## src/rtl/ternary_pkg.sv

```systemverilog
// Shared ternary types plus 2-bit saturating branch counter states.
// Trit encoding: 00 = zero, 01 = +1, 10 = -1 (11 unused).
package ternary_pkg;

  typedef logic [1:0] trit_t;
  localparam trit_t T_ZERO    = 2'b00;
  localparam trit_t T_POS_ONE = 2'b01;
  localparam trit_t T_NEG_ONE = 2'b10;

  typedef logic [1:0] bp_ctr_t;
  localparam bp_ctr_t BP_SN = 2'd0;
  localparam bp_ctr_t BP_WN = 2'd1;
  localparam bp_ctr_t BP_WT = 2'd2;
  localparam bp_ctr_t BP_ST = 2'd3;

  // Saturating step; never wraps between SN and ST.
  function automatic bp_ctr_t bp_ctr_next(input bp_ctr_t c, input logic taken);
    if (taken) return (c == BP_ST) ? BP_ST : c + 2'd1;
    else       return (c == BP_SN) ? BP_SN : c - 2'd1;
  endfunction

endpackage

```

## src/rtl/ternary_offset_sign.sv

```systemverilog
// Sign of a balanced-ternary offset: set when the most significant non-zero trit is -1.
// Latency: combinational. Backpressure: none.
// All-zero offset reports non-negative.
module ternary_offset_sign
  import ternary_pkg::*;
#(
  parameter int OFF_TRITS = 2
) (
  input  trit_t [OFF_TRITS-1:0] offset,
  output logic                  is_negative
);

  // Ascending scan: the highest non-zero trit is the last one to write.
  always_comb begin
    is_negative = 1'b0;
    for (int i = 0; i < OFF_TRITS; i++) begin
      if (offset[i] != T_ZERO) is_negative = (offset[i] == T_NEG_ONE);
    end
  end

endmodule

```

## src/rtl/ternary_bht_predictor.sv

```systemverilog
// Direct-mapped BHT of 2-bit counters with static backward-taken fallback for untrained entries.
// Latency: lookup combinational, update visible next cycle. Backpressure: none, one update per cycle.
// Optional TERNARY_BP_STATS_EN adds saturating update/mispredict/static-lookup counters.
module ternary_bht_predictor
  import ternary_pkg::*;
#(
  parameter int PC_W      = 16,
  parameter int BHT_DEPTH = 64,
  parameter int IDX_LSB   = 0,
  parameter int OFF_TRITS = 2
) (
  input  logic                  clk,
  input  logic                  rst,
  input  logic                  is_branch,
  input  logic [PC_W-1:0]       pred_pc,
  input  trit_t [OFF_TRITS-1:0] branch_offset,
  output logic                  predict_taken,
  output logic                  pred_dynamic,
  input  logic                  upd_valid,
  input  logic [PC_W-1:0]       upd_pc,
  input  logic                  upd_taken,
  input  logic                  upd_mispredict
`ifdef TERNARY_BP_STATS_EN
  ,
  output logic [31:0]           stat_updates,
  output logic [31:0]           stat_mispredicts,
  output logic [31:0]           stat_static_lookups
`endif
);

  localparam int IDX_W = $clog2(BHT_DEPTH);

  logic [BHT_DEPTH-1:0] valid;
  bp_ctr_t              ctr [BHT_DEPTH];
  logic [IDX_W-1:0]     lk_idx;
  logic [IDX_W-1:0]     up_idx;
  logic                 offset_negative;

  assign lk_idx = pred_pc[IDX_LSB +: IDX_W];
  assign up_idx = upd_pc[IDX_LSB +: IDX_W];

  ternary_offset_sign #(
    .OFF_TRITS(OFF_TRITS)
  ) u_offset_sign (
    .offset     (branch_offset),
    .is_negative(offset_negative)
  );

  // Lookup reads the registered table only, so a same-cycle update is not bypassed.
  always_comb begin
    predict_taken = 1'b0;
    pred_dynamic  = 1'b0;
    if (is_branch) begin
      if (valid[lk_idx]) begin
        predict_taken = ctr[lk_idx][1];
        pred_dynamic  = 1'b1;
      end else begin
        predict_taken = offset_negative;
      end
    end
  end

  always_ff @(posedge clk) begin
    if (rst) begin
      valid <= '0;
      for (int i = 0; i < BHT_DEPTH; i++) ctr[i] <= BP_WN;
    end else if (upd_valid) begin
      valid[up_idx] <= 1'b1;
      if (!valid[up_idx]) ctr[up_idx] <= upd_taken ? BP_WT : BP_WN;
      else                ctr[up_idx] <= bp_ctr_next(ctr[up_idx], upd_taken);
    end
  end

`ifdef TERNARY_BP_STATS_EN
  always_ff @(posedge clk) begin
    if (rst) begin
      stat_updates        <= '0;
      stat_mispredicts    <= '0;
      stat_static_lookups <= '0;
    end else begin
      if (upd_valid && stat_updates != '1)
        stat_updates <= stat_updates + 32'd1;
      if (upd_valid && upd_mispredict && stat_mispredicts != '1)
        stat_mispredicts <= stat_mispredicts + 32'd1;
      if (is_branch && !pred_dynamic && stat_static_lookups != '1)
        stat_static_lookups <= stat_static_lookups + 32'd1;
    end
  end

  logic unused_pc_bits;
  assign unused_pc_bits = ^{pred_pc, upd_pc};
`else
  logic unused_pc_bits;
  assign unused_pc_bits = ^{pred_pc, upd_pc, upd_mispredict};
`endif

endmodule
```

## config.mk

```make
export PLATFORM = sky130hd
export DESIGN_NAME = ternary_bht_predictor
export DESIGN_NICKNAME = d
export VERILOG_FILES = /design/src/rtl/ternary_pkg.sv /design/src/rtl/ternary_offset_sign.sv /design/src/rtl/ternary_bht_predictor.sv
export SDC_FILE = /design/constraint.sdc
export NUM_CORES = 1
export LEC_CHECK = 0
export ABC_AREA = 1
export BUFFER_PORTS_ARGS = -buffer_cell sky130_fd_sc_hd__buf_4
export CORE_UTILIZATION = 30
export DETAILED_ROUTE_END_ITERATION = 10
export PLACE_DENSITY = 0.52
export SLEW_MARGIN = 20
export SYNTH_ARGS = -nofsm -noshare
export SYNTH_HDL_FRONTEND = slang
export SYNTH_HIERARCHICAL = 1
export SYNTH_SLANG_ARGS = --single-unit
```

## constraint.sdc

```tcl
create_clock -name clk -period 2.6 [get_ports clk]
set_input_delay 0.26 -clock clk [delete_from_list [all_inputs] [get_ports clk]]
set_output_delay 0.26 -clock clk [all_outputs]
set_load 0.03 [all_outputs]
```

==> metrics.txt <==
clock latency on the worst-skew pair 0.45 ns; port bufs 22; Mapped Cells 1534; Data required, critical path around 2.3 ns; total gr overflow 0; Layout Utilization 35.32%; post-synthesis compound-gate area fraction just under 9%; H-Tree Depth 4; Clock Path Buffers 2; Avg Cell Area, Syn 7.013 µm²; Core ar. between 0.03 and 0.04 mm²; sequential share of the synthesized area 47.64%; post-route ant nets 0; synthesized cell area 0.01076 mm²; die extent in x 191.4 µm; Critical Path AT between 2 and 2.5 ns; root buf cell clkbuf_16; P per Cell Area roughly 550 mW/mm²; period utilisation layout 91.84%; TritonCTS Sinks 192; Setup TNS 0 ns; Cells after DPL 1977; Initial DRC Count around 1100; cell row count 68; Pleak a little over 5 nW; Final min period 2.388 ns; CTS Buf Count 17; antenna violations before repair 0; Die ar. 0.03662 mm²; hold crit path type in -> reg; dpl hpwl 23.96 mm; Post-Synth Adder-Cell Area 0%; Yosys warnings 6; area grow syn2layout 14.53%; GRT Util Overall around 20%; Slew Viols, Final 0; XOR/XNOR Fraction of Synth Area 0%; via count 9870; commonest non-fill, non-tap cells in the layout nand2_1 (608), nor2_1 (167), inv_1 (146), nand3_1 (131), edfxtp_1 (128); Die Y 191.4 µm; final worst slack 0.2123 ns; post-synthesis mux area share 0%; layout cells sized above 1 8.044%; number of top-level pins 44; simple-gate share of the synthesized area 33.97%; skew final 0.01259 ns; syn nets around 1600; Setup Viol. Count Final 0; WHS 0.3866 ns; Rel. slew slack 50.83%; WL/cell about 18 µm; Tightest Pin Transition 0.7354 ns; global-route wire length before repair 54.25 mm; area of the multi-input gates 0.004607 mm²; post-cts resize count 0; f_max 418.8 MHz; Cell variety after synth 24; starting density of the core 30.84%; final net count 1583; main combinational cell family by area after synthesis simple AND/OR/NAND/NOR gates; Final Non-Filler Cells 2009; Worst-path clk slew 0.08 ns; critical path capture point type output port; CTS tree yes; Remaining DRCs 0; cts hold-fix bufs 0; Max-Cap Viols 0; maximum vdd drop 0.4394 mV; FF+latch area about 0.005 mm²; worst slack, placed 0.1136 ns; crit-path max FO 2; WS Path Type reg -> out; vias in the first global route around 9400; placer congestion estimate approximately 0.94; setup bufs post-CTS 0; RSZ-0062 raised after global routing no; FILL cells 3763; status complete, no violations; Vias per Instance approximately 5; synthesized flop and latch total 192; CP Launch Type flop; Antenna Cells 0; drt first pass iters 7; Hold Violations, Final 0; routed wire length between 30 and 40 mm; commonest non-fill, non-tap cell in the layout nand2_1; largest net degree at the start of global routing 102
## stage by stage
step	area [µm²]	total power, mW
after floorplan	10760	3.835
after global placement	11750	4.163
after detailed placement	11750	4.167
after CTS	12320	6.757
after global routing	12320	6.958
final	12320	6.732
## power by group
group	total [mW]	switching, mW	leakage [nW]	internal [mW]
clock network	2.63	1.35	0.278	1.28
logic	0.805	0.560	3.21	0.245
registers	3.30	0.0191	1.65	3.28
## layout make-up
cell class	count	area share [%]
Clock inverter	14	1.148
Clock buffer	18	3.483
Tap cell	455	4.621
Sequential cell	192	41.60
Multi-Input combinational cell	1099	37.39
Timing Repair Buffer	78	7.088
Inverter	153	4.671
## synth_stat cells (all sizes together)
cell type / number / area [µm²]
o22ai: 2 / 12.51
clkbuf: 39 / 146.4
nand4: 3 / 18.77
a21oi: 43 / 226.5
buf: 51 / 307.8
a21boi: 1 / 7.510
edfxtp: 128 / 3844
nand2: 610 / 2292
o211ai: 17 / 127.6
o21ai: 115 / 575.6
nor2: 172 / 658.1
nor3: 4 / 20.02
nand3: 132 / 665.6
dfxtp: 64 / 1281
inv: 153 / 574.3
## final timing paths
| path | start | end | slack, ns | cells past startpoint |
|---|---|---|---|---|
| worst max-delay path | valid[20]$_SDFFE_PP0P_ | predict_taken | 0.21 | 12 |
| worst min register to register | valid[35]$_SDFFE_PP0P_ | valid[35]$_SDFFE_PP0P_ | 0.47 | 2 |
| worst min-delay path | upd_pc[3] | valid[15]$_SDFFE_PP0P_ | 0.39 | 5 |
| worst max register to register | ctr[61][0]$_SDFFCE_PN1P_ | ctr[40][1]$_SDFFCE_PN0P_ | 0.46 | 15 |
## sequential cells by signal, summed over array words and instances, names as in the netlist
register and count:
ctr 128, valid 64
## per-layer routing
metal	GRT usage, %	vias up	part of all wire (%)
met4	5.952	0	2.0
met2	31.72	342	46
met3	2.937	46	6.4
li1	-	4888	-
met5	0	-	0
met1	27.36	4594	46
## worst max-delay path, cell delays in order (launching register included)
cell and delay (ns):
dfxtp_1 0.34, inv_1 0.05, o21ai_0 0.21, nand3_1 0.10, nand2_1 0.16, nand2_1 0.08, nand3_1 0.11, nand3_1 0.17
nand2_1 0.13, nand3_1 0.07, inv_1 0.06, nor2_1 0.04, buf_4 0.16
## kinds of logic after synthesis
group / Yosys count
and+or+nand+nor: 921
buffers and inverters: 243
DFF: 192
AOI/OAI and AO/OA: 178
Note: power is estimated with default switching activity, not from simulation.
